[src/rtl/if_pkg.sv]
// rtl/if_pkg.sv - shared types and constants for the instruction-fetch controller
package if_pkg;

  typedef enum logic [1:0] {
    IDLE = 2'd0,
    REQ  = 2'd1,
    WAIT = 2'd2,
    HOLD = 2'd3
  } fetch_state_t;

  localparam logic [1:0]  SIZE_WORD = 2'b10;
  localparam logic [31:0] NOP_WORD  = 32'h0000_0000;

  // Word fetches must sit on a 4-byte boundary.
  function automatic logic misaligned(input logic [1:0] low_bits);
    return low_bits != 2'b00;
  endfunction

endpackage

[src/rtl/if_fetch_ctrl_if.sv]
// rtl/if_fetch_ctrl_if.sv - SRAM-like req/addr_ok/data_ok instruction bus
interface if_fetch_ctrl_if #(
  parameter int AW = 32,
  parameter int IW = 32
);

  logic          inst_req;
  logic          inst_wr;
  logic [1:0]    inst_size;
  logic [AW-1:0] inst_addr;
  logic          inst_addr_ok;
  logic          inst_data_ok;
  logic [IW-1:0] inst_rdata;

  modport master (
    output inst_req,
    output inst_wr,
    output inst_size,
    output inst_addr,
    input  inst_addr_ok,
    input  inst_data_ok,
    input  inst_rdata
  );

  modport slave (
    input  inst_req,
    input  inst_wr,
    input  inst_size,
    input  inst_addr,
    output inst_addr_ok,
    output inst_data_ok,
    output inst_rdata
  );

endinterface

[src/rtl/if_fetch_ctrl.sv]
// rtl/if_fetch_ctrl.sv - one-word-per-PC fetch controller with flush discard and AdEL detection
module if_fetch_ctrl #(
  parameter int            AW       = 32,
  parameter int            IW       = 32,
  parameter logic [IW-1:0] NOP_WORD = IW'(if_pkg::NOP_WORD)
) (
  input  logic           clk,
  input  logic           rst,
  input  logic [AW-1:0]  pc_f,
  input  logic           flush_f,
  input  logic           stall_d,
  output logic           stall_f,
  if_fetch_ctrl_if.master sram,
  output logic [IW-1:0]  instr_f,
  output logic [AW-1:0]  pc_out_f,
  output logic           instr_valid_f,
  output logic           adel_f
);

  import if_pkg::*;

  fetch_state_t  state;
  logic          discard;
  logic          req_active;
  logic [IW-1:0] buf_instr;
  logic [AW-1:0] buf_pc;
  logic          buf_adel;

  logic pc_bad;
  logic issue;
  logic data_fresh;
  logic hold_show;

  assign pc_bad = misaligned(pc_f[1:0]);

  // A request already on the bus stays up until accepted, even if a flush
  // has since moved pc_f somewhere misaligned; the answer is discarded later.
  assign issue      = (state == REQ) && (req_active || !pc_bad);
  assign data_fresh = (state == WAIT) && sram.inst_data_ok && !discard && !flush_f;
  assign hold_show  = (state == HOLD) && !flush_f;

  assign sram.inst_req  = issue;
  assign sram.inst_wr   = 1'b0;
  assign sram.inst_size = SIZE_WORD;
  assign sram.inst_addr = pc_f;

  assign instr_valid_f = data_fresh || hold_show;
  assign instr_f       = data_fresh ? sram.inst_rdata :
                         hold_show  ? buf_instr       : NOP_WORD;
  assign pc_out_f      = hold_show ? buf_pc : pc_f;
  assign adel_f        = hold_show && buf_adel;
  assign stall_f       = !(instr_valid_f && !stall_d);

  always_ff @(posedge clk or negedge rst) begin
    if (!rst) begin
      state      <= IDLE;
      discard    <= 1'b0;
      req_active <= 1'b0;
      buf_instr  <= NOP_WORD;
      buf_pc     <= '0;
      buf_adel   <= 1'b0;
    end else begin
      case (state)
        IDLE: begin
          if (!flush_f && pc_bad) begin
            state     <= HOLD;
            buf_instr <= NOP_WORD;
            buf_pc    <= pc_f;
            buf_adel  <= 1'b1;
          end else begin
            state <= REQ;
          end
        end

        REQ: begin
          if (issue) begin
            if (flush_f) begin
              discard <= 1'b1;
            end
            if (sram.inst_addr_ok) begin
              state      <= WAIT;
              req_active <= 1'b0;
            end else begin
              req_active <= 1'b1;
            end
          end else if (!flush_f) begin
            // Misaligned PC: report AdEL from the hold buffer, never touch the SRAM.
            state     <= HOLD;
            buf_instr <= NOP_WORD;
            buf_pc    <= pc_f;
            buf_adel  <= 1'b1;
          end
        end

        WAIT: begin
          if (sram.inst_data_ok) begin
            discard <= 1'b0;
            if (discard || flush_f) begin
              state <= REQ;
            end else if (stall_d) begin
              state     <= HOLD;
              buf_instr <= sram.inst_rdata;
              buf_pc    <= pc_f;
              buf_adel  <= 1'b0;
            end else begin
              state <= REQ;
            end
          end else if (flush_f) begin
            discard <= 1'b1;
          end
        end

        HOLD: begin
          if (flush_f || !stall_d) begin
            state <= REQ;
          end
        end

        default: state <= IDLE;
      endcase
    end
  end

endmodule

[src/flat_wrapper.sv]
// flat-port wrapper written by rule: the top's interface ports become plain ports
module if_fetch_ctrl_flat import if_pkg::*;
#(
  parameter int            AW       = 32,
  parameter int            IW       = 32,
  parameter logic [IW-1:0] NOP_WORD = IW'(if_pkg::NOP_WORD)
)
  (clk, rst, pc_f, flush_f, stall_d, stall_f, instr_f, pc_out_f, instr_valid_f, adel_f, sram_inst_req, sram_inst_wr, sram_inst_size, sram_inst_addr, sram_inst_addr_ok, sram_inst_data_ok, sram_inst_rdata);
  if_fetch_ctrl_if #(.AW(AW), .IW(IW)) sram_i ();
  input  logic clk;
  input  logic rst;
  input  logic [AW-1:0] pc_f;
  input  logic flush_f;
  input  logic stall_d;
  output logic stall_f;
  output logic [IW-1:0] instr_f;
  output logic [AW-1:0] pc_out_f;
  output logic instr_valid_f;
  output logic adel_f;
  output wire logic [$bits(sram_i.inst_req)-1:0] sram_inst_req;
  output wire logic [$bits(sram_i.inst_wr)-1:0] sram_inst_wr;
  output wire logic [$bits(sram_i.inst_size)-1:0] sram_inst_size;
  output wire logic [$bits(sram_i.inst_addr)-1:0] sram_inst_addr;
  input wire logic [$bits(sram_i.inst_addr_ok)-1:0] sram_inst_addr_ok;
  input wire logic [$bits(sram_i.inst_data_ok)-1:0] sram_inst_data_ok;
  input wire logic [$bits(sram_i.inst_rdata)-1:0] sram_inst_rdata;
  assign sram_inst_req = sram_i.inst_req;
  assign sram_inst_wr = sram_i.inst_wr;
  assign sram_inst_size = sram_i.inst_size;
  assign sram_inst_addr = sram_i.inst_addr;
  assign sram_i.inst_addr_ok = sram_inst_addr_ok;
  assign sram_i.inst_data_ok = sram_inst_data_ok;
  assign sram_i.inst_rdata = sram_inst_rdata;
  if_fetch_ctrl #(.AW(AW), .IW(IW), .NOP_WORD(NOP_WORD)) u_core (.clk(clk), .rst(rst), .pc_f(pc_f), .flush_f(flush_f), .stall_d(stall_d), .stall_f(stall_f), .sram(sram_i), .instr_f(instr_f), .pc_out_f(pc_out_f), .instr_valid_f(instr_valid_f), .adel_f(adel_f));
endmodule
[config.mk]
export PLATFORM = sky130hd
export DESIGN_NAME = if_fetch_ctrl_flat
export DESIGN_NICKNAME = d
export VERILOG_FILES = /design/src/rtl/if_pkg.sv /design/src/rtl/if_fetch_ctrl_if.sv /design/src/rtl/if_fetch_ctrl.sv /design/src/flat_wrapper.sv
export SDC_FILE = /design/constraint.sdc
export NUM_CORES = 1
export LEC_CHECK = 0
export CAP_MARGIN = 10
export CORE_ASPECT_RATIO = 1.75
export CORE_MARGIN = 5
export CORE_UTILIZATION = 44
export CTS_CLUSTER_SIZE = 24
export DETAILED_ROUTE_END_ITERATION = 7
export MAX_ROUTING_LAYER = met4
export PLACE_DENSITY = 0.85
export SYNTH_ARGS = -nofsm -noshare
export SYNTH_HDL_FRONTEND = slang
export SYNTH_SLANG_ARGS = --single-unit
[constraint.sdc]
create_clock -name clk -period 6.25 [get_ports clk]
set_input_delay 1.875 -clock clk [delete_from_list [all_inputs] [get_ports clk]]
set_output_delay 1.875 -clock clk [all_outputs]
set_load 0.05 [all_outputs]
Yosys cells after proc, flatten, opt, wreduce, memory -nomap -nowiden
Index checks and enable logic that the tools add are counted.
Widths: inputs -> output; s select.
{ "op_classes": {"n_eq_ne": 13, "mux": 38, "n_reduce_logical": 25} }
{ "op_table": {"columns": ["operator", "count"], "rows": [
  ["$mux 32", 15],
  ["$pmux 32 s3", 2],
  ["$mux 2", 8],
  ["$ne 2x2->1 const B", 7],
  ["$mux 1", 10],
  ["$logic_and 1x1->1", 8],
  ["$pmux 2 s4", 1],
  ["$reduce_and 7->1", 1],
  ["$ne 3x3->1 const B", 2],
  ["$logic_not 1->1", 5],
  ["$eq 2x2->1 const B", 2],
  ["$logic_or 1x1->1", 4],
  ["$reduce_and 2->1", 2],
  ["$reduce_and 4->1", 1],
  ["$reduce_bool 2->1", 2],
  ["$pmux 1 s3", 1],
  ["$reduce_bool 3->1", 1],
  ["$eq 2x1->1 const B", 1],
  ["$logic_not 2->1", 1],
  ["$ne 2x1->1 const B", 1],
  ["$pmux 1 s2", 1]
]} }
{ "totals": {"out_inout_bits": 103, "word_cells": 82, "input_bits": 70, "ff_bits": 69} }

Logic depth before layout (Yosys ltp)
Gate-level depths: netlist of run 1.
{ "depth": {"word_depth": 7, "depth_mapped": 7, "depth_no_buf": 5} }

Least setup slack after synthesis of run 1
OpenSTA, ideal clock, no wires.
{ "synth_timing": {"kind": "input-to-output", "startpoint": "in flush_f", "endpoint": "out stall_f", "required_ns": 4.375, "path_stages": 4, "arrival_ns": 3.385, "n_path_buf": 1, "path_slack_ns": 0.990, "cell_sequence": "clkbuf_1 nor3_1 nand2b_1 nand2b_1"} }
{ "synth_between": {"elab_chain_len": 5, "word_cells_on_any_way": 6, "classes_between": "reduce/logical (6)"} }
{ "synth_lines": {"columns": ["element", "line", "text"], "rows": [
  ["start, declared", "flat_wrapper.sv:13", "input logic flush_f;"],
  ["$logic_not 1->1 (*)", "if_fetch_ctrl.sv:39, if_fetch_ctrl.sv:40", null],
  ["$logic_and 1x1->1, on equally long branches", "if_fetch_ctrl.sv:39, if_fetch_ctrl.sv:40", null],
  ["$logic_or 1x1->1 (*)", "if_fetch_ctrl.sv:47", "assign instr_valid_f = data_fresh || hold_show;"],
  ["named net instr_valid_f", "flat_wrapper.sv:18", "output logic instr_valid_f;"],
  ["$logic_and 1x1->1 (*)", "if_fetch_ctrl.sv:52", "assign stall_f = !(instr_valid_f && !stall_d);"],
  ["$logic_not 1->1 (*)", "if_fetch_ctrl.sv:52", null],
  ["end, declared", "flat_wrapper.sv:15", "output logic stall_f;"]
]} }
The timed path passes the listed nets; every way through them passes the cells marked *.

Final worst setup path of run 1
{ "layout_timing": {"startpoint": "in pc_f[1]", "endpoint": "out sram_inst_req"} }
{ "layout_between": {"elab_chain_len": 4} }
{ "layout_lines": {"columns": ["element", "line", "text"], "rows": [
  ["start, declared", "flat_wrapper.sv:12", "input logic [AW-1:0] pc_f;"],
  ["$reduce_bool 2->1", "if_pkg.sv:16", "return low_bits != 2'b00;"],
  ["$logic_not 1->1", "if_fetch_ctrl.sv:38", "assign issue = (state == REQ) && (req_active || !pc_bad);"],
  ["$logic_or 1x1->1", "if_fetch_ctrl.sv:38", null],
  ["$logic_and 1x1->1", "if_fetch_ctrl.sv:38", null],
  ["end, declared", "flat_wrapper.sv:20", "output wire logic [$bits(sram_i.inst_req)-1:0] sram_inst_req;"]
]} }
Every way passes these cells.

==> results.cfg, run 1 <==
[run_status]
outcome = completed

[clock_network]
tritoncts = built
h-tree-depth = 3
clk_latency_ns = 0.33
cts_max_path_buffers = 2
cts.root.buffer_cell = sky130_fd_sc_hd__clkbuf_16
post_cts_buffers = 0
cts-buffers-inserted = 9
cts_hold_repair.buffers = 0
cts.sinks = 69
post_cts_resize_count = 0
cts.reportedPaths.clkPinSlew_ns = 0.05

[global_routing]
overflow = 0
grt_pass1_vias = 3198
grt_use_met2 = 0.349
met1_usage = 0.222
top_usage_layer = met2
antenna_found_initial = 0
grt_first_pass_wirelength_um = 15700
global_route.usage.met3 = 0.0387
grt_max_degree = 70
gr-usage-all-layers = 0.202

[timing]
max-slew-margin-rel = 0.396
final.setup_skew_ns = 0.00653
finalSetupViolations = 0
period_share = 0.913
grt_setup_unrepaired = false
fmax_mhz = 175
setup_tns_ns = 0
final.min_clock_period_ns = 5.71
finalMaxSlewViolations = 0
worst_slew_pin_slew_ns = 0.903
hold_viol = 0

[layout]
insertedDiodeCount = 0
final_common_cell = sky130_fd_sc_hd__clkdlybuf4s50_1
multi_input_area_mm2 = 0.00152
layout.filler_cells = 640
share_of_final_layout_standard_cells_stronger_than_drive_strength_1 = 0.196
sequential_cell_area_mm2 = 0.00173
final_util = 0.656
layout_common_cells = sky130_fd_sc_hd__clkdlybuf4s50_1, sky130_fd_sc_hd__nand2_1, sky130_fd_sc_hd__buf_4, sky130_fd_sc_hd__dfrtp_1, sky130_fd_sc_hd__a22o_1
finish.net_count = 555
area.growth.synth_to_final_pct = 44.5

[critical_path]
crit-reg2reg-capture = u_core.buf_pc[15]
rrSetupSlack_ns = 3.66
rr_startpoint = u_core.state[0]
worst_setup_path_end_kind = output pin
criticalPathCategory = in2out
worst_ep_required_time_ns = 4.38
cp_data_arrival_time_ns = 3.83
r2r_cells = 5
cp-start-kind = input pin
critical_path.max_fanout = 5

[detailed_routing]
detail_route.vias_per_cell = 5.44
final_antenna_net_count = 0
drcViolationCount = 0
routed_wirelength_um = 9890
drt_pass1_iterations = 6
detailedRoute.firstIterationViolations = 170
via_count = 3156
avgRoutedWirePerCell_um = 17.1

[pwr]
combPwrFrac = 0.457
intPower_mw = 1.18
total_leakage_power_nw = 2.53
pwr_density_cell_mw_per_mm2 = 389
net_switching_power_mw = 0.852
pwr-share-seq = 0.317
worst_ir_drop_vdd_uv = 184
swShare = 0.419
clockPowerShare = 0.226

[logic_synthesis]
synth_area_leader_cell = sky130_fd_sc_hd__dfrtp_1
synth_area_leaders = sky130_fd_sc_hd__dfrtp_1, sky130_fd_sc_hd__a22o_1, sky130_fd_sc_hd__nand2_1
synth-edff-count = 0
post-synth-top-area-fraction = 0.478
syn_inst = 356
synth-main-ff-cell = sky130_fd_sc_hd__dfrtp_1
netlist_area_mm2 = 0.00362
synth-async-reset-ratio = 1.00
ys_types = 29
ys_seq_area_frac = 0.478
synthesis.yosys.warnings = 0
postSynthRegisterBits = 69
syn_area_per_cell_um2 = 10.2

[place]
dpl.hpwl_um = 7180
gp_routability_congestion = 0.872
place.port_buffers = 169

[floorplanning]
initial_util = 0.454
chipWidth_um = 78.5
design.core.area_mm2 = 0.00796
pin_count = 173
num_rows = 43
die_area_mm2 = 0.0102
fp.dieH_um = 130

[worst_hold_path]
hold_class = reg2reg
worstHoldEndpoint = u_core.buf_pc[28]
hold_path.startpoint = u_core.buf_pc[28]
holdPathStages = 1

[flow_run]
total_of_max_cap_violations = 0
[critical path, cell delays in order]
cell and delay (ns):
sky130_fd_sc_hd__clkdlybuf4s50_1 0.56, sky130_fd_sc_hd__nor2_1 0.11, sky130_fd_sc_hd__o21bai_1 0.39, sky130_fd_sc_hd__inv_1 0.15, sky130_fd_sc_hd__clkdlybuf4s50_1 0.74
[metal layers]
| layer | routed length, µm | share of wire |
|---|---|---|
| met1 | 3700 | 0.37 |
| met2 | 5290 | 0.53 |
| met3 | 585 | 0.059 |
| met4 | 318 | 0.032 |
| met5 | 0 | 0 |
[area by class of cell]
type	instances	area share
Sequential cell	69	0.330
Timing Repair Buffer	176	0.303
Multi-Input combinational cell	225	0.290
Clock buffer	15	0.0512
Tap cell	90	0.0215
Inverter	4	0.00287
Clock inverter	1	0.000958
[stage by stage]
| stage | hold slack, ns | worst slack [ns] | total power [mW] | instances | area, µm² |
|---|---|---|---|---|---|
| CTS | 0.492 | 0.532 | 2.05 | 580 | 5230 |
| global placement | 0.473 | 0.601 | 1.55 | 564 | 4950 |
| finish | 0.489 | 0.544 | 2.03 | 580 | 5230 |
| detailed placement | 0.481 | 0.571 | 1.58 | 564 | 4950 |
| floorplan | 0.454 | 0.990 | 1.30 | 357 | 3620 |
| global route | 0.508 | 0.400 | 2.14 | 580 | 5230 |
[how the worst max path moves through the flow]
stage | cells past startpoint | endpoint | slack, ns | start
floorplan | 4 | stall_f | 0.99 | flush_f
global placement | 5 | sram_inst_req | 0.60 | pc_f[1]
detailed placement | 5 | sram_inst_req | 0.57 | pc_f[1]
CTS | 5 | sram_inst_req | 0.53 | pc_f[1]
global route | 5 | sram_inst_req | 0.40 | pc_f[1]
finish | 5 | sram_inst_req | 0.54 | pc_f[1]
[synthesized netlist by cell type (2+ instances only)]
master,instances
sky130_fd_sc_hd__nand3_1,2
sky130_fd_sc_hd__clkbuf_1,20
sky130_fd_sc_hd__nand2_1,97
sky130_fd_sc_hd__conb_1,2
sky130_fd_sc_hd__a22o_1,64
sky130_fd_sc_hd__nor2_1,5
sky130_fd_sc_hd__nand2b_1,3
sky130_fd_sc_hd__dfrtp_1,69
sky130_fd_sc_hd__mux2_1,28
sky130_fd_sc_hd__buf_4,35
sky130_fd_sc_hd__o21a_1,2
sky130_fd_sc_hd__nor3_1,3
sky130_fd_sc_hd__buf_6,3
sky130_fd_sc_hd__inv_1,4
sky130_fd_sc_hd__o21bai_1,2
sky130_fd_sc_hd__mux2_2,4
[registers in the layout, summed over array words and instances (netlist names)]
| register | flops |
|---|---|
| u_core.req_active | 1 |
| u_core.state | 2 |
| u_core.buf_pc | 32 |
| u_core.buf_adel | 1 |
| u_core.buf_instr | 32 |
| u_core.discard | 1 |
[logic make-up (layout without fill, tap and decap cells)]
kind of cell / count (synthesis) / after routing / synth area share
mux: 32 / 32 / 0.0997
other cells: 2 / 3 / 0.00208
compound gates: 76 / 76 / 0.179
simple gates: 114 / 114 / 0.134
flops: 69 / 69 / 0.478
buf+inv: 63 / 196 / 0.108
[power by group through the flow]
stage / logic (mW) / registers [mW] / clock network [mW]
CTS: 0.938 / 0.642 / 0.470
global route: 0.990 / 0.659 / 0.493
detailed placement: 0.935 / 0.648 / 0
global placement: 0.915 / 0.637 / 0
floorplan: 0.674 / 0.624 / 0
finish: 0.929 / 0.643 / 0.460
Power figures use the tool's default switching activity.
==> run 2, diff against run 1 <==
--- a/config.mk
+++ b/config.mk
@@ -8,11 +8,10 @@
 export CAP_MARGIN = 10
 export CORE_ASPECT_RATIO = 1.75
 export CORE_MARGIN = 5
-export CORE_UTILIZATION = 44
-export CTS_CLUSTER_SIZE = 24
+export CORE_UTILIZATION = 30
 export DETAILED_ROUTE_END_ITERATION = 7
 export MAX_ROUTING_LAYER = met4
-export PLACE_DENSITY = 0.85
+export PLACE_DENSITY = 0.61
 export SYNTH_ARGS = -nofsm -noshare
 export SYNTH_HDL_FRONTEND = slang
 export SYNTH_SLANG_ARGS = --single-unit
==> run 2 against run 1 <==
Non-clock buffer count grew 1. Largest power group unchanged. Wire length grew 7.2%. Global-route usage shrank 5.0 points. Total power grew 4.4%. Core utilization shrank 18 points. Register-to-register slack gained 0.06 ns. Final cell count grew 8.3%.
==> results.cfg, run 2 (synthesis gave the netlist of run 1 again) <==
[run_status]
outcome = completed

[detailed_routing]
avgRoutedWirePerCell_um = 16.9
routed_wirelength_um = 10600
detail_route.vias_per_cell = 4.88
drcViolationCount = 0
via_count = 3066
drt_pass1_iterations = 4
detailedRoute.firstIterationViolations = 79
final_antenna_net_count = 0

[layout]
finish.net_count = 556
layout_common_cells = sky130_fd_sc_hd__clkdlybuf4s50_1, sky130_fd_sc_hd__nand2_1, sky130_fd_sc_hd__dfrtp_1, sky130_fd_sc_hd__a22o_1, sky130_fd_sc_hd__buf_4
area.growth.synth_to_final_pct = 56.4
largestRegisters = u_core.buf_instr (32), u_core.buf_pc (32), u_core.state (2)
final_common_cell = sky130_fd_sc_hd__clkdlybuf4s50_1
insertedDiodeCount = 0
share_of_final_layout_standard_cells_stronger_than_drive_strength_1 = 0.202

[clock_network]
post_cts_resize_count = 0
cts.root.buffer_cell = sky130_fd_sc_hd__clkbuf_16
h-tree-depth = 3
cts-buffers-inserted = 9
cts_hold_repair.buffers = 0
post_cts_buffers = 0
cts_max_path_buffers = 2
clk_latency_ns = 0.32
cts.reportedPaths.clkPinSlew_ns = 0.05
cts.sinks = 69
tritoncts = built

[critical_path]
cp_data_arrival_time_ns = 3.84
cp_slowest_stage_delay_ns = 0.74
criticalPathCategory = in2out
ordered_list_of_cells_on_the_worst_path = clkdlybuf4s50_1, nor2_1, o21bai_1, inv_1, clkdlybuf4s50_1
worst_path_max_delay_cell = sky130_fd_sc_hd__clkdlybuf4s50_1
rrSetupSlack_ns = 3.72
worst_setup_path_end_kind = output pin
worst_path_dominant_cell_family = buffers and inverters
crit-reg2reg-capture = u_core.buf_pc[10]
critPathBufInv = 3
path_common_cell = sky130_fd_sc_hd__clkdlybuf4s50_1
worst_setup_path_endpoint = sram_inst_req
worst_ep_required_time_ns = 4.38
r2r_cells = 5
worstSetupPathDepth = 5
critical_path.max_fanout = 5
cp-start-kind = input pin
setup.worst_path.start = pc_f[1]
rr_startpoint = u_core.state[0]

[timing]
period_share = 0.914
worst_slew_pin_slew_ns = 1.07
finalMaxSlewViolations = 0
fmax_mhz = 175
fin_ws_ns = 0.540
final.min_clock_period_ns = 5.71
grt_setup_unrepaired = false
setup_tns_ns = 0
finalSetupViolations = 0
final.setup_skew_ns = 0.00711
hold_ws_ns = 0.488
hold_viol = 0
max-slew-margin-rel = 0.287

[flow_run]
total_of_max_cap_violations = 0

[pwr]
power.total_mw = 2.12
pwr_density_cell_mw_per_mm2 = 375
total_leakage_power_nw = 2.63
worst_ir_drop_vdd_uv = 145

[floorplanning]
die_area_mm2 = 0.0144
pin_count = 173
initial_util = 0.303
design.core.area_mm2 = 0.0119
fp.dieH_um = 155
num_rows = 53
chipWidth_um = 93.0

[global_routing]
overflow = 0
grt_pass1_vias = 3210
gr-usage-all-layers = 0.152
grt_first_pass_wirelength_um = 16900
grt_max_degree = 70
antenna_found_initial = 0

[worst_hold_path]
hold_class = reg2reg
holdPathStages = 1

[place]
gp_routability_congestion = 0.811
dp_slack_ns = 0.545
place.port_buffers = 169
dpl.hpwl_um = 7850
[run 2: changes by cell type in the layout (fill, tap and decap cells not counted)]
cell,change
sky130_fd_sc_hd__buf_2,-1
sky130_fd_sc_hd__bufinv_16,+2
sky130_fd_sc_hd__clkbuf_8,-2
sky130_fd_sc_hd__buf_4,-24
sky130_fd_sc_hd__clkbuf_1,-2
sky130_fd_sc_hd__buf_12,+26
sky130_fd_sc_hd__clkinv_2,+2
[run 2: worst min-delay path by stage]
stage / startpoint / end / slack (ns)
after floorplan: u_core.buf_adel / u_core.buf_adel / 0.45
after global placement: u_core.buf_pc[20] / u_core.buf_pc[20] / 0.47
after detailed placement: u_core.buf_pc[0] / u_core.buf_pc[0] / 0.48
after CTS: u_core.buf_pc[0] / u_core.buf_pc[0] / 0.49
after global routing: u_core.buf_pc[0] / u_core.buf_pc[0] / 0.50
final: u_core.buf_pc[26] / u_core.buf_pc[26] / 0.49
[run 2: stage by stage]
step,instance area (µm²),cells,util
after CTS,5660,628,0.474
after floorplan,3620,357,-
after global placement,5350,612,0.448
final,5660,628,0.474
after detailed placement,5350,612,0.448
after global routing,5660,628,0.474
[run 2: area by class of cell]
| class | count | area, µm² |
|---|---|---|
| Fill cell | 1096 | 6280 |
| Timing Repair Buffer | 177 | 1920 |
| Sequential cell | 69 | 1730 |
| Multi-Input combinational cell | 225 | 1520 |
| Clock buffer | 11 | 233 |
| Tap cell | 137 | 171 |
| Clock inverter | 5 | 75.1 |
| Inverter | 4 | 15.0 |
[run 2: worst reg2reg max path, cell delays in order (launching register included)]
cell and delay [ns]:
sky130_fd_sc_hd__dfrtp_1 0.48, sky130_fd_sc_hd__nor3_1 0.25, sky130_fd_sc_hd__nor3_1 0.13, sky130_fd_sc_hd__o21ai_4 0.84
sky130_fd_sc_hd__buf_4 0.36, sky130_fd_sc_hd__mux2_1 0.35
[run 2: power breakdown]
group | internal [mW] | switching (mW)
Combinational | 0.343 | 0.612
Sequential | 0.569 | 0.0693
Clock | 0.347 | 0.181
Total | 1.26 | 0.862
[run 2: per-layer routing]
layer,up-vias,global-route usage,part of all wire
met1,1486,0.158,0.37
li1,1470,-,-
met5,-,-,0
met4,0,0.0664,0.021
met2,102,0.278,0.56
met3,8,0.0261,0.048
==> run 3, diff against run 2 <==
--- a/config.mk
+++ b/config.mk
@@ -12,6 +12,7 @@
 export DETAILED_ROUTE_END_ITERATION = 7
 export MAX_ROUTING_LAYER = met4
 export PLACE_DENSITY = 0.61
+export SLEW_MARGIN = 20
 export SYNTH_ARGS = -nofsm -noshare
 export SYNTH_HDL_FRONTEND = slang
 export SYNTH_SLANG_ARGS = --single-unit
==> results of run 3 <==
The final DEF is identical to that of run 2; final timing and power are the same.
